==> config.mk <==
export PLATFORM = sky130hd
export DESIGN_NAME = dma_burst_sequencer
export DESIGN_NICKNAME = d
export VERILOG_FILES = /design/src/rtl/dma_burst_sequencer.sv
export SDC_FILE = /design/constraint.sdc
export NUM_CORES = 1
export LEC_CHECK = 0
export ABC_AREA = 1
export ABC_CLOCK_PERIOD_IN_PS = 2500
export BUFFER_PORTS_ARGS = -buffer_cell sky130_fd_sc_hd__buf_2
export CORE_MARGIN = 2
export CORE_UTILIZATION = 25
export CTS_BUF_LIST = sky130_fd_sc_hd__clkbuf_8
export DETAILED_ROUTE_END_ITERATION = 16
export PLACE_DENSITY_LB_ADDON = 0.3
export SYNTH_ARGS = -nofsm -noshare
export SYNTH_HDL_FRONTEND = slang
export SYNTH_SLANG_ARGS = --single-unit
==> constraint.sdc <==
create_clock -name i_sclk -period 2.5 [get_ports i_sclk]
set_input_delay 0.5 -clock i_sclk [delete_from_list [all_inputs] [get_ports i_sclk]]
set_output_delay 0.5 -clock i_sclk [all_outputs]
set_load 0.01 [all_outputs]
==> src/rtl/dma_burst_sequencer.sv <==
// dma_burst_sequencer
//   Splits a DMA descriptor into device-command chunks of at most MAX_SECTORS sectors. For each
//   chunk it issues one device command, then four 128-byte memory bursts per 512-byte sector.
//   It returns one completion pulse with error status. All logic is in the sclk domain.
//
// Optional feature: define DMA_SEQ_TIMEOUT_EN to enable a WAIT-state watchdog that aborts
// with an error after TIMEOUT_CYCLES cycles without dev_done.
//
// Ports
//   i_sclk, i_rst_n            clock, synchronous active-low reset
//   i_dma_start                single-cycle start pulse (ignored unless idle)
//   i_mem_address [31:7]       host buffer address, 128-byte aligned
//   i_lba, i_sector_cnt        first LBA, number of sectors to move
//   i_dma_type                 1 = memory->device, 0 = device->memory
//   o_dma_done, o_dma_error    completion pulse, error status (held until next start)
//   o_dma_busy                 high in every state except idle
//   o_cmd_*, i_cmd_rdy         device command handshake (lba, count, direction)
//   o_burst_*, i_burst_rdy     memory burst handshake (address, direction, last-of-chunk)
//   i_dev_done, i_dev_err      chunk finished / device or datapath error pulses
module dma_burst_sequencer #(
   parameter int unsigned MAX_SECTORS    = 256,
   parameter int unsigned TIMEOUT_CYCLES = 2**20
) (
   input  logic        i_sclk,
   input  logic        i_rst_n,
   input  logic        i_dma_start,
   input  logic [31:7] i_mem_address,
   input  logic [31:0] i_lba,
   input  logic [31:0] i_sector_cnt,
   input  logic        i_dma_type,
   output logic        o_dma_done,
   output logic        o_dma_error,
   output logic        o_dma_busy,
   output logic        o_cmd_val,
   input  logic        i_cmd_rdy,
   output logic [31:0] o_cmd_lba,
   output logic [15:0] o_cmd_cnt,
   output logic        o_cmd_dir,
   output logic        o_burst_val,
   input  logic        i_burst_rdy,
   output logic [31:7] o_burst_addr,
   output logic        o_burst_dir,
   output logic        o_burst_last,
   input  logic        i_dev_done,
   input  logic        i_dev_err
);

   typedef enum logic [2:0] {StIdle, StCmd, StBurst, StWait, StDone} state_e;

   state_e      r_state;
   state_e      w_state_d;
   logic [31:7] r_addr;
   logic [31:0] r_lba;
   logic [31:0] r_remaining;
   logic [15:0] r_chunk;
   logic [17:0] r_burst_cnt;
   logic        r_dir;
   logic        r_flag;
   logic        r_error;

   logic        w_cmd_fire;
   logic        w_burst_fire;
   logic        w_abort;
   logic        w_wait_go;
   logic        w_timeout;
   logic [31:0] w_chunk_src;
   logic [15:0] w_chunk;

   assign w_cmd_fire   = (r_state == StCmd) & i_cmd_rdy;
   assign w_burst_fire = (r_state == StBurst) & i_burst_rdy;
   assign w_abort      = i_dev_err & ((r_state == StCmd) | (r_state == StBurst) |
                                      (r_state == StWait));
   // The flag records a dev_done that arrived before the chunk's bursts were all issued.
   assign w_wait_go    = (r_state == StWait) & (i_dev_done | r_flag);

   // Chunk size is taken from the descriptor on start and from the remainder on re-entry.
   assign w_chunk_src  = (r_state == StIdle) ? i_sector_cnt : r_remaining;
   assign w_chunk      = (w_chunk_src > 32'(MAX_SECTORS)) ? 16'(MAX_SECTORS) : w_chunk_src[15:0];

`ifdef DMA_SEQ_TIMEOUT_EN
   logic [31:0] r_wait_cnt;

   // Counts WAIT cycles; zero in the first WAIT cycle.
   always_ff @(posedge i_sclk) begin
      if (!i_rst_n) begin
         r_wait_cnt <= '0;
      end else if (r_state != StWait) begin
         r_wait_cnt <= '0;
      end else begin
         r_wait_cnt <= r_wait_cnt + 32'd1;
      end
   end

   assign w_timeout = (r_state == StWait) & (r_wait_cnt == 32'(TIMEOUT_CYCLES - 1));
`else
   assign w_timeout = 1'b0;
`endif

   // State register
   always_ff @(posedge i_sclk) begin
      if (!i_rst_n) begin
         r_state <= StIdle;
      end else begin
         r_state <= w_state_d;
      end
   end

   // Next-state logic; error abort beats dev_done, dev_done beats timeout.
   always_comb begin
      w_state_d = r_state;
      case (r_state)
         StIdle: begin
            if (i_dma_start) w_state_d = (i_sector_cnt == '0) ? StDone : StCmd;
         end
         StCmd: begin
            if (w_abort)        w_state_d = StDone;
            else if (i_cmd_rdy) w_state_d = StBurst;
         end
         StBurst: begin
            if (w_abort)                                   w_state_d = StDone;
            else if (i_burst_rdy && r_burst_cnt == 18'd1) w_state_d = StWait;
         end
         StWait: begin
            if (w_abort)        w_state_d = StDone;
            else if (w_wait_go) w_state_d = (r_remaining == '0) ? StDone : StCmd;
            else if (w_timeout) w_state_d = StDone;
         end
         StDone:  w_state_d = StIdle;
         default: w_state_d = StIdle;
      endcase
   end

   // Descriptor, chunk and burst bookkeeping
   always_ff @(posedge i_sclk) begin
      if (!i_rst_n) begin
         r_addr      <= '0;
         r_lba       <= '0;
         r_remaining <= '0;
         r_chunk     <= '0;
         r_burst_cnt <= '0;
         r_dir       <= 1'b0;
         r_flag      <= 1'b0;
         r_error     <= 1'b0;
      end else begin
         if (r_state == StIdle && i_dma_start) begin
            r_error <= 1'b0;
            r_flag  <= 1'b0;
            if (i_sector_cnt != '0) begin
               r_addr      <= i_mem_address;
               r_lba       <= i_lba;
               r_remaining <= i_sector_cnt;
               r_dir       <= i_dma_type;
            end
         end
         if (w_state_d == StCmd && r_state != StCmd) begin
            r_chunk <= w_chunk;
         end
         if (w_cmd_fire) begin
            r_remaining <= r_remaining - 32'(r_chunk);
            r_lba       <= r_lba + 32'(r_chunk);
            r_burst_cnt <= {r_chunk, 2'b00};
         end
         if (w_burst_fire) begin
            r_addr      <= r_addr + 25'd1;
            r_burst_cnt <= r_burst_cnt - 18'd1;
         end
         if ((r_state == StCmd || r_state == StBurst) && i_dev_done) begin
            r_flag <= 1'b1;
         end else if (r_state == StWait && w_state_d != StWait) begin
            r_flag <= 1'b0;
         end
         if (w_abort || (w_timeout && !w_wait_go)) begin
            r_error <= 1'b1;
         end
      end
   end

   // Outputs
   always_comb begin
      o_dma_done   = (r_state == StDone);
      o_dma_busy   = (r_state != StIdle);
      o_cmd_val    = (r_state == StCmd);
      o_burst_val  = (r_state == StBurst);
      o_burst_last = (r_state == StBurst) && (r_burst_cnt == 18'd1);
      o_dma_error  = r_error;
      o_cmd_lba    = r_lba;
      o_cmd_cnt    = r_chunk;
      o_cmd_dir    = r_dir;
      o_burst_addr = r_addr;
      o_burst_dir  = r_dir;
   end

endmodule

After elaboration in Yosys (flattened, before gate mapping) --
Index checks and enable logic that the tools add are counted.
Word-level totals: output and inout bits 81, word-level logic and storage cells 78, input bits 97, register bits after elaboration 129
Cells by class: bitwise operators 7, multiplexer cells 27, reductions and logical operators 22, order comparisons 1, equal/unequal tests 8, $add $sub $neg 4
Operator list (count):
- $mux 32 | 7
- $mux 25 | 3
- $logic_not 32->1 | 2
- $mux 18 | 2
- $add 32x16->32 | 1
- $gt 32x9->1 const B | 1
- $reduce_bool 32->1 | 1
- $sub 32x16->32 | 1
- $mux 3 | 9
- $add 25x1->25 const B | 1
- $eq 18x1->1 const B | 1
- $sub 18x1->18 const B | 1
- $mux 16 | 1
- $pmux 3 s4 | 1
- $reduce_bool 2->1 | 6
- $eq 3x1->1 const B | 2
- $eq 3x2->1 const B | 2
- $logic_and 1x1->1 | 6
- $reduce_and 2->1 | 3
- $reduce_bool 3->1 | 2
- $and 1x1->1 | 4
- $mux 1 | 4
- $eq 3x3->1 const B | 1
- $logic_not 3->1 | 1
- other kinds (4) | 6

Logic depth before layout (Yosys ltp) --
Gate-level depths: netlist of the first run.
word-level depth 10, mapped depth 15, depth with buffers taken out 15

Worst setup path before layout of the first run --
No wires, ideal clock.
kind register to register, start reg r_chunk[0], in the netlist o_cmd_cnt[0], end reg r_lba[18], in the netlist o_cmd_lba[18], cell stages (with the launch flop) 14, clock period less this slack 2.118 ns, library setup time 0.128 ns, path buffers 0, arrival time 1.990 ns, slack 0.382 ns, required time 2.372 ns, cells stage by stage dfxtp_1 > ha_1 > inv_1 > fa_1 > o21ai_1 > nand2_1 > nand2_1 > nand2_1 > nand2_1 > nand2_1 > o21ai_0 > a21oi_1 > nor2_1 > nor2_1
Between the ends: longest elaborated chain between the ends 2
Ends and longest elaborated chain:
- from (decl) | line 55 | logic [15:0] r_chunk;
- from (signal assigned) | line 156 | r_chunk <= w_chunk;
- $add 32x16->32 | line 160 | r_lba <= r_lba + 32'(r_chunk);
- $mux 32 | line 158 | if (w_cmd_fire) begin
- to (signal assigned) | line 150 | r_lba <= i_lba;
- to (signal assigned) | line 160
- to (decl) | line 53 | logic [31:0] r_lba;
Every way passes these cells. A chain may end at the register's enable or synchronous reset.

Worst setup path after layout of the first run --
start reg r_chunk[11], in the netlist o_cmd_cnt[11], end reg r_remaining[24]
Between the ends: longest elaborated chain between the ends 2
Ends and longest elaborated chain:
- $sub 32x16->32 | line 159 | r_remaining <= r_remaining - 32'(r_chunk);
- $mux 32 | line 158
- to (signal assigned) | line 151 | r_remaining <= i_sector_cnt;
- to (signal assigned) | line 159
- to (decl) | line 54 | logic [31:0] r_remaining;
Every way passes these cells.

==> qor.yml, run 1 <==
placement:
  post_dp_cell_area_sq_um: 11400
  hpwl_microns: 30340
  port-buffer-count: 177
  gp_congestion: 0.9115
worst_setup_path:
  crit_chain: "inv_1 -> ha_1 -> a21oi_1 -> o21a_1 -> nand3_1 -> nand2_1 -> nand2_1 -> o21ai_0 -> nand3_1 -> a21oi_1"
  crit_start: "o_cmd_cnt[11]$_SDFFE_PN0P_"
  slowest_stage: "dfxtp_1"
  start_kind: "register"
  cp_data_arrival_time_ns: 2.73
  cp_max_fo: 4
  reg2reg_from: "o_cmd_cnt[11]$_SDFFE_PN0P_"
  slowest_delay_ns: 0.44
  cp-end-kind: "register"
  critPathRequiredTime_ns: 2.91
  path_class: "register to register"
synth:
  ys_seq_elements: 129
  synth_cell_type_count: 47
  synth.avg_cell_area_sq_um: 5.950
  yosysWarningCount: 0
  syn-num-nets: 1780
  ys_seq_area_share_pct: 26.37
  syn_area_sq_um: 9794
  syn_inst: 1646
clock_tree:
  clockBufferDepth: 2
  post_cts_buffers: 0
  cts_hold_buf: 0
  cts_buffers: 17
  cts_max_level: 4
  path_clk_slew_ns: 0.08
  clock-sinks: 129
  clk_latency_ns: 0.48
  cts_root_buffer: "clkbuf_8"
  cts_tree: "yes"
detailed_routing:
  routed_wl_microns: 38890
  viasPerCell: 4.830
  drc: 0
  ant_nets: 0
  routedWlPerCell_microns: 16.49
  dr_total_vias: 11390
  dr.pass1.iters: 6
  drt-initial-drc-count: 791
sta:
  fmax_mhz: 429.8
  holdWs_ns: 0.2817
  setup_tns_ns: 0
  timing.final.crit_share_pct: 93.06
  slew_headroom_pct: 58.39
  finalClockSkew_ns: 0.01562
  rsz0062_at_grt: "no"
  finalMaxSlewViolations: 0
  hold_viol: 0
  finalSetupViolCount: 0
  tightest_slew_ns: 0.6233
  finalCriticalPeriod_ns: 2.327
final_layout:
  layout-drive-gt1-share_pct: 16.08
  n_antenna_cell: 0
  nFillCells: 4372
  post-route-cell-area_sq_um: 11780
  nNetsFinal: 1962
  area_growth_pct: 20.24
floorplanning:
  coreArea_sq_um: 38650
  rows: 72
  initial_core_util_pct: 25.34
  die_w_microns: 201.9
  num_io_pins: 178
  die_y_microns: 201.9
  die_area_sq_um: 40780
power_and_ir_drop:
  p_leak_nw: 5.373
  irDropWorstVdd_mv: 0.2982
  total_power_mw: 6.403
  power.density_nw_per_um2: 543.7
grt:
  grtUsageTotal_pct: 18.72
  grt_overflow_total: 0
  grt_max_degree: 85
  antenna_found_initial: 0
  grt_pass1_wl_microns: 59720
  grt_pass1_vias: 10780
run:
  maxCapViolations: 0
hold_path:
  worstHoldStart: "i_dma_type"
  hold_class: "primary input to register"
run_status:
  outcome: "finished, final reports clean"
Yosys cell counts, drive strengths merged:
master | number | share of area [%]
nand2 | 479 | 19
nor2 | 250 | 10
inv | 186 | 7.1
dfxtp | 129 | 26
a21oi | 121 | 6.2
nand3 | 109 | 5.7
o21ai | 104 | 5.4
buf | 41 | 2.4
ha | 35 | 4.5
a31oi | 34 | 2.2
nor3 | 29 | 1.7
clkbuf | 16 | 0.61
o211ai | 15 | 1.1
o221ai | 13 | 1.2
xor2 | 13 | 1.2
nand4 | 12 | 0.77
xnor2 | 12 | 1.1
or2 | 9 | 0.57
nor4 | 6 | 0.38
o22ai | 6 | 0.38
a21o | 4 | 0.31
and2 | 4 | 0.26
nand3b | 4 | 0.31
a211oi | 3 | 0.23
a22oi | 3 | 0.23
o21bai | 3 | 0.23
fa | 2 | 0.41
a21boi | 1 | 0.077
a221oi | 1 | 0.089
and3 | 1 | 0.064
o21a | 1 | 0.077
placed cells by master, fill, tap and decap left out, drive strengths merged, types with 6 or more instances in the layout:
| master | n |
|---|---|
| buf | 220 |
| nand2 | 479 |
| o21ai | 104 |
| xnor2 | 12 |
| nor4 | 6 |
| or2 | 9 |
| o211ai | 15 |
| nor3 | 29 |
| clkbuf | 17 |
| dfxtp | 129 |
| clkinv | 9 |
| inv | 188 |
| o221ai | 13 |
| nand4 | 12 |
| o22ai | 6 |
| nand3 | 109 |
| a31oi | 34 |
| nor2 | 250 |
| ha | 35 |
| xor2 | 13 |
| a21oi | 121 |
flip-flops by register name, summed over array words and instances (netlist names):
| register | flops |
|---|---|
| r_remaining | 32 |
| o_burst_addr | 25 |
| r_state | 3 |
| o_cmd_cnt | 16 |
| r_flag | 1 |
| o_burst_dir | 1 |
| r_burst_cnt | 18 |
| o_cmd_lba | 32 |
| o_dma_error | 1 |
report_power, final:
group / switching [mW] / leakage, nW / internal, mW / total (mW)
clock network: 0.982 / 0.182 / 0.775 / 1.76
registers: 0.198 / 1.06 / 2.22 / 2.41
logic: 1.44 / 4.13 / 0.792 / 2.23
total: 2.62 / 5.37 / 3.78 / 6.40
cells by family after synthesis:
logic type	Yosys count	share of synthesized area [%]
compound gates	309	17.72
xor+xnor	25	2.236
buf+inv	243	10.16
fa+ha+maj	37	4.880
flops	129	26.37
simple gates	903	38.64
final cells by class:
class / instances / area, sq um / area share, %
Clock inverter: 15 / 121.4 / 1.031
Multi-Input combinational cell: 1274 / 6246 / 53.04
Inverter: 186 / 698.2 / 5.929
Sequential cell: 129 / 2582 / 21.93
Tap cell: 518 / 648.1 / 5.504
Clock buffer: 17 / 234.0 / 1.987
Timing Repair Buffer: 220 / 1246 / 10.58
timing repair:
item	CTS	global route
pin swaps	0	1
cloned	0	0
hold endpoints to repair	0	0
endpoints found under the setup margin	1	6
resized for setup	1	5
per-layer routing:
metal	track usage (%)	up-vias	part of all wire, %
met2	31.75	354	47
met3	2.838	50	5.6
met5	0	-	0
met4	5.672	0	2.1
met1	24.42	5256	46
li1	-	5734	-
per-stage QoR:
stage	setup slack (ns)	instances	utilization [%]
2_1_floorplan	0.3823	1646	-
6_report	0.1735	2359	30.47
3_5_place_dp	0.06506	2327	29.51
3_3_place_gp	0.1308	2327	29.51
4_1_cts	0.1306	2359	30.44
5_1_grt	0.02585	2359	30.47
path summary, 6_finish.rpt:
kind | endpoint | slack [ns] | cells past startpoint
min reg2reg | o_dma_error$_SDFFE_PN0P_ | 0.46 | 2
max | r_remaining[24]$_SDFFE_PN0P_ | 0.17 | 10
min | o_burst_dir$_SDFFE_PN0P_ | 0.28 | 3
max reg2reg | r_remaining[24]$_SDFFE_PN0P_ | 0.17 | 10
critical path, delay by kind of cell, from the launching register on:
family	cells	cell delay, ns
buffers and inverters	1	0.14
adders and majority gates	1	0.38
DFF	1	0.44
AOI/OAI and AO/OA	4	0.72
and+or+nand+nor	4	0.58
(Power assumes the default switching activity.)
==> run 2: changes to the inputs <==
--- a/config.mk
+++ b/config.mk
@@ -13,6 +13,7 @@
 export CTS_BUF_LIST = sky130_fd_sc_hd__clkbuf_8
 export DETAILED_ROUTE_END_ITERATION = 16
 export PLACE_DENSITY_LB_ADDON = 0.3
+export RECOVER_POWER = 100
 export SYNTH_ARGS = -nofsm -noshare
 export SYNTH_HDL_FRONTEND = slang
 export SYNTH_SLANG_ARGS = --single-unit
==> qor.yml, run 2 (synthesized netlist as in run 1, its figures left out) <==
final_layout:
  layoutNonFillerInstCount: 2359  # unchanged
  mostFrequentLayoutCells: "nand2_1, nor2_1, inv_1"
  n_antenna_cell: 0  # unchanged
  post-route-util_pct: 30.07  # -0.40 points
  nNetsFinal: 1962  # unchanged
  area_growth_pct: 18.65
  layout-drive-gt1-share_pct: 11.35  # -4.7 points
  layout_commonest_cell: "nand2_1"
  post-route-cell-area_sq_um: 11620  # -1.3%
clock_tree:
  path_clk_slew_ns: 0.09  # about the same
  cts_hold_buf: 0  # unchanged
  post_cts_buffers: 0  # unchanged
  cts_tree: "yes"
  clk_latency_ns: 0.48  # about the same
  clockBufferDepth: 2  # unchanged
  clock-sinks: 129  # unchanged
  cts_max_level: 4  # unchanged
  cts_buffers: 17  # unchanged
  cts_root_buffer: "clkbuf_8"
placement:
  gp_congestion: 0.9115  # unchanged
  place_inst: 2327  # unchanged
  port-buffer-count: 177  # unchanged
  post_dp_cell_area_sq_um: 11400  # unchanged
  hpwl_microns: 30340  # unchanged
hold_path:
  hold_class: "primary input to register"
  worstHoldPathCells: 3  # unchanged
floorplanning:
  coreArea_sq_um: 38650  # unchanged
  die_y_microns: 201.9  # unchanged
  rows: 72  # unchanged
  die_area_sq_um: 40780  # unchanged
  initial_core_util_pct: 25.34  # unchanged
  die_w_microns: 201.9  # unchanged
  num_io_pins: 178  # unchanged
sta:
  setup_tns_ns: 0  # unchanged
  tightest_slew_ns: 0.6111  # -0.01226 ns
  finalMaxSlewViolations: 0  # unchanged
  fmax_mhz: 425.5  # -1.0%
  holdWs_ns: 0.2818  # +0.00009400 ns
  slew_headroom_pct: 58.89  # +0.50 points
  finalClockSkew_ns: 0.01487  # -0.0007568 ns
  finalSetupViolCount: 0  # unchanged
  rsz0062_at_grt: "no"
  finalCriticalPeriod_ns: 2.350  # +0.02343 ns
  hold_viol: 0  # unchanged
  timing.final.crit_share_pct: 94.00  # +0.94 points
worst_setup_path:
  critPathRequiredTime_ns: 2.87  # -0.04 ns
  ff2ff_path_depth: 12  # +2
  cp-end-kind: "register"
  cp_max_fo: 28  # +24
  path_depth: 12  # +2
  path_class: "register to register"
  path_delay_family: "simple AND/OR/NAND/NOR gates"
  slowest_stage: "dfxtp_1"
  start_kind: "register"
  cp_data_arrival_time_ns: 2.72  # about the same
  slowest_delay_ns: 0.44  # about the same
  crit_chain: "nor2_4 -> nand2_4 -> inv_1 -> nand2_2 -> inv_1 -> o21ai_4 -> inv_2 -> nor2_1 -> clkbuf_2 -> nor2_1 -> o21ai_0 -> a21oi_1"
  crit_buf_inv: 4  # +3
power_and_ir_drop:
  p_clk_share_pct: 27.6  # +0.2 points
  internal-power_mw: 3.739  # -1.1%
  power.density_nw_per_um2: 546.8  # +0.56%
  switchingPower_mw: 2.615  # -0.23%
  seq_power_share_pct: 38.0  # +0.3 points
  irDropWorstVdd_mv: 0.3204  # +7.5%
  combinationalPowerShare_pct: 34.4  # -0.5 points
  p_leak_nw: 5.057  # -5.9%
  switching_share_pct: 41.15  # +0.22 points
detailed_routing:
  dr.pass1.iters: 7  # +1
  dr_total_vias: 11420  # +0.24%
  routed_wl_microns: 38900  # about the same
  ant_nets: 0  # unchanged
  routedWlPerCell_microns: 16.49  # about the same
  drc: 0  # unchanged
  viasPerCell: 4.841  # +0.24%
  drt-initial-drc-count: 772  # -2.4%
grt:
  grt_max_degree: 85  # unchanged
  grtUsageTotal_pct: 18.72  # unchanged
  grt_pass1_wl_microns: 59720  # unchanged
  grt_pass1_vias: 10780  # unchanged
  antenna_found_initial: 0  # unchanged
  grt_overflow_total: 0  # unchanged
run_status:
  outcome: "finished, final reports clean"
run:
  maxCapViolations: 0  # unchanged
==> run 2: through the flow <==
| step | total power, mW | setup slack, ns |
|---|---|---|
| CTS | 6.451 | 0.1306 |
| floorplan | 3.857 | 0.3823 |
| global placement | 4.652 | 0.1308 |
| finish | 6.354 | 0.1501 |
| global route | 6.760 | 0.01791 |
| detailed placement | 4.660 | 0.06506 |
==> run 2: area by class of cell <==
class	count	area, sq um
well taps	518	648.1
fillers	4406	27030
clock buffers	17	234.0
repair buffers	220	1109
clock inverters	15	121.4
multi-input cells	1274	6228
inverters	186	698.2
flip-flops and latches	129	2582
==> run 2: repair_timing <==
item                                    CTS  global route
cloned                                    0             0
hold endpoints to repair                  0             0
pin swaps                                 0             1
endpoints found under the setup margin    1             6
resized for setup                         1             5
==> run 2: final timing paths <==
check / from / to / slack, ns
min: i_dma_type / o_burst_dir$_SDFFE_PN0P_ / 0.28
max reg2reg: r_state[1]$_SDFF_PN0_ / o_burst_addr[21]$_SDFFE_PN0P_ / 0.15
min reg2reg: o_dma_error$_SDFFE_PN0P_ / o_dma_error$_SDFFE_PN0P_ / 0.47
max: r_state[1]$_SDFF_PN0_ / o_burst_addr[21]$_SDFFE_PN0P_ / 0.15
==> run 2: worst min-delay path, stage by stage <==
cell,delay [ns]
buf_2,0.07
o21ai_0,0.07
nor2_1,0.07
==> run 2: power groups by stage <==
| stage | logic [mW] | clock network [mW] | registers (mW) |
|---|---|---|---|
| 2_1_floorplan | 1.41 | 0 | 2.45 |
| 3_3_place_gp | 2.20 | 0 | 2.46 |
| 3_5_place_dp | 2.20 | 0 | 2.46 |
| 4_1_cts | 2.22 | 1.82 | 2.41 |
| 5_1_grt | 2.44 | 1.88 | 2.44 |
| 6_report | 2.18 | 1.76 | 2.42 |
==> run 2: metal layers <==
metal	share of wire (%)	GRT usage (%)	wire, microns
met1	46	24.42	18030
met5	0	0	0
met3	5.1	2.838	1977
met4	2.1	5.672	826
met2	46	31.75	18070
==> run 3: changes to the inputs <==
--- a/config.mk
+++ b/config.mk
@@ -5,7 +5,7 @@
 export SDC_FILE = /design/constraint.sdc
 export NUM_CORES = 1
 export LEC_CHECK = 0
-export ABC_AREA = 1
+export ABC_AREA = 0
 export ABC_CLOCK_PERIOD_IN_PS = 2500
 export BUFFER_PORTS_ARGS = -buffer_cell sky130_fd_sc_hd__buf_2
 export CORE_MARGIN = 2
==> qor.yml, run 3 <==
run_status:
  outcome: "complete, but fails checks"
  violations: "negative setup slack"
worst_setup_path:
  critPathRequiredTime_ns: 2.91  # +0.04 ns
  cp_max_fo: 6  # -79%
  cp_data_arrival_time_ns: 3.20  # +0.48 ns
  cp-end-kind: "register"
  crit_chain: "or3_4 -> or4_4 -> or3_4 -> nor3_4 -> o31ai_4 -> o211ai_4 -> buf_12 -> buf_12 -> buf_16 -> and3_4"
  path_delay_family: "simple AND/OR/NAND/NOR gates"
  start_kind: "register"
  crit_buf_inv: 3  # -1
  path_class: "register to register"
  slowest_stage: "or3_4"
  slowest_delay_ns: 0.44  # about the same
clock_tree:
  cts_tree: "yes"
  clk_latency_ns: 0.47  # about the same
  clock-sinks: 129  # unchanged
  cts_max_level: 4  # unchanged
  clockBufferDepth: 2  # unchanged
  cts_root_buffer: "clkbuf_8"
  cts_buffers: 17  # unchanged
  path_clk_slew_ns: 0.10  # about the same
  cts_hold_buf: 0  # unchanged
grt:
  grtUsageTotal_pct: 18.87  # +0.15 points
  grt_overflow_total: 0  # unchanged
  grt_pass1_vias: 9191  # -15%
  grt_max_degree: 35  # -59%
  antenna_found_initial: 0  # unchanged
  grt_pass1_wl_microns: 49920  # -16%
synth:
  synth_top_family_by_area: "compound AO/OA/AOI/OAI gates"
  yosysWarningCount: 0  # unchanged
  synth_area_leader_cell: "dfxtp_1"
  syn-num-nets: 1185  # -33%
  synth_edf_count: 0  # unchanged
  synth-main-ff-cell: "dfxtp_1"
  synth_commonest_cells: "dfxtp_1, a21oi_1, nor2_1"
  synth.area.mux_share_pct: 2.049  # +2.0 points
  synthAdderAreaFrac_pct: 5.929  # +1.0 points
  synth_simple_gate_area_share_pct: 24.86  # -14 points
  ys_seq_elements: 129  # unchanged
  syn_inst: 1051  # -36%
  ys_top_cells_by_area: "dfxtp_1, a21oi_1, ha_1"
  synth-xor-area-share_pct: 2.173  # -0.063 points
  syn_area_sq_um: 8061  # -18%
  synth-async-reset-ratio_pct: 0  # unchanged
  ys_seq_area_share_pct: 32.03  # +5.7 points
  synth.top_cell.area_share_pct: 32.03  # +5.7 points
  synth_compound_area_share_pct: 27.69  # +10 points
  synth.avg_cell_area_sq_um: 7.670  # +29%
  synth.most_common_cell: "dfxtp_1"
  synth_cell_type_count: 71  # +51%
final_layout:
  layout_commonest_cell: "buf_4"
  post-route-cell-area_sq_um: 11890  # +2.3%
  layoutNonFillerInstCount: 1809  # -23%
  nNetsFinal: 1529  # -22%
  n_antenna_cell: 0  # unchanged
  mostFrequentLayoutCells: "buf_4, buf_2, dfxtp_1"
  area_growth_pct: 47.43
  nFillCells: 3316  # -25%
  layout-drive-gt1-share_pct: 34.26  # +23 points
floorplanning:
  die_area_sq_um: 33700  # -17%
  die_w_microns: 183.6  # -9.1%
  die_y_microns: 183.6  # -9.1%
  rows: 65  # -9.7%
  initial_core_util_pct: 25.48  # +0.14 points
  coreArea_sq_um: 31640  # -18%
  num_io_pins: 178  # unchanged
sta:
  rsz0062_at_grt: "yes"
  fmax_mhz: 357.5  # -16%
  setup_tns_ns: -5.662  # -5.662 ns
  finalSetupViolCount: 38  # +38
  finalCriticalPeriod_ns: 2.797  # +0.4475 ns
  slew_headroom_pct: 50.51  # -8.4 points
  finalClockSkew_ns: 0.02858  # +0.01372 ns
  layout_setup_ws_ns: -0.2974  # -0.4475 ns
  hold_viol: 0  # unchanged
  finalMaxSlewViolations: 0  # unchanged
  timing.final.crit_share_pct: 111.9  # +18 points
  tightest_slew_ns: 0.7408  # +0.1297 ns
detailed_routing:
  routedWlPerCell_microns: 18.08  # +9.6%
  drt-initial-drc-count: 631  # -18%
  viasPerCell: 5.269  # +8.8%
  drc: 0  # unchanged
  routed_wl_microns: 32700  # -16%
  dr_total_vias: 9531  # -17%
  dr.pass1.iters: 5  # -2
  ant_nets: 0  # unchanged
power_and_ir_drop:
  p_clk_share_pct: 31.4  # +3.8 points
  switching_share_pct: 34.75  # -6.4 points
  p_leak_nw: 4.818  # -4.7%
  seq_power_share_pct: 37.4  # -0.6 points
  power.density_nw_per_um2: 528.1  # -3.4%
  total_power_mw: 6.277  # -1.2%
  switchingPower_mw: 2.181  # -17%
  internal-power_mw: 4.096  # +9.5%
  combinationalPowerShare_pct: 31.2  # -3.2 points
  irDropWorstVdd_mv: 0.3441  # +7.4%
placement:
  hpwl_microns: 24220  # -20%
  place_inst: 1756  # -25%
  post_dp_cell_area_sq_um: 10830  # -5.0%
  port-buffer-count: 177  # unchanged
  gp_congestion: 0.8806  # -3.4%
run:
  maxCapViolations: 0  # unchanged
hold_path:
  hold_class: "primary input to register"
==> run 3: changes by cell type in the layout (fill, tap and decap cells not counted), sizes merged, moves of 57 or more <==
cell   before  now
inv       188   42
nand2     479   98
nor2      250  104
o21ai     104   47
nand3     109   44
buf       138  307
==> run 3: what timing repair did <==
action | in CTS | in global routing
setup buffers | 13 | 9
gates resized for setup | 59 | 93
pin swaps | 35 | 41
endpoints found under the setup margin | 51 | 59
cloned | 4 | 1
==> run 3: metrics by stage <==
| step | hold WS (ns) | setup slack [ns] | utilization (%) |
|---|---|---|---|
| floorplan | 0.4387 | -0.1134 | - |
| global placement | 0.4482 | -0.3814 | 34.23 |
| detailed placement | 0.4575 | -0.3829 | 34.23 |
| CTS | 0.2328 | -0.2339 | 36.86 |
| global route | 0.2571 | -0.4036 | 37.57 |
| finish | 0.2640 | -0.2974 | 37.57 |
==> run 3: final cells by class <==
cell class | count | area [sq um] | area share (%)
clock buffers | 17 | 234.0 | 1.969
well taps | 402 | 503.0 | 4.232
multi-input cells | 820 | 5731 | 48.22
inverters | 40 | 150.1 | 1.263
repair buffers | 387 | 2495 | 20.99
flip-flops and latches | 129 | 2605 | 21.92
clock inverters | 14 | 167.7 | 1.411
==> run 3: per-layer routing <==
layer | GRT usage [%] | routed length [microns] | vias to the layer above
met1 | 24.90 | 14700 | 4538
met4 | 5.696 | 636 | 0
met2 | 31.34 | 15540 | 313
li1 | - | - | 4637
met5 | 0 | 0 | -
met3 | 3.368 | 1824 | 43
==> run 3: kinds of logic after synthesis <==
family	count (synthesis)
simple gates	405
compound gates	342
flops	129
buf+inv	102
fa+ha+maj	37
xor+xnor	20
mux	16
==> run 3: power groups by stage <==
stage	registers, mW	logic (mW)	clock network, mW
6_report	2.35	1.96	1.97
4_1_cts	2.33	1.87	2.01
2_1_floorplan	2.38	0.893	0
3_5_place_dp	2.37	1.74	0
3_3_place_gp	2.37	1.73	0
5_1_grt	2.36	2.12	2.10
==> run 3: final timing paths <==
| path | start | to | slack, ns | cells after the start |
|---|---|---|---|---|
| hold reg to reg | r_remaining[18]$_SDFFE_PN0P_ | r_remaining[18]$_SDFFE_PN0P_ | 0.47 | 2 |
| hold / removal | i_lba[19] | o_cmd_lba[19]$_SDFFE_PN0P_ | 0.26 | 3 |
| setup / recovery | r_remaining[18]$_SDFFE_PN0P_ | o_cmd_cnt[9]$_SDFFE_PN0P_ | -0.30 | 10 |
| setup reg to reg | r_remaining[18]$_SDFFE_PN0P_ | o_cmd_cnt[9]$_SDFFE_PN0P_ | -0.30 | 10 |
==> run 3: worst min-delay path, delay by kind of cell <==
family                 cells  cell delay, ns
AND/OR/NAND/NOR            1            0.06
AO/OA/AOI/OAI              1            0.04
buffers and inverters      1            0.09
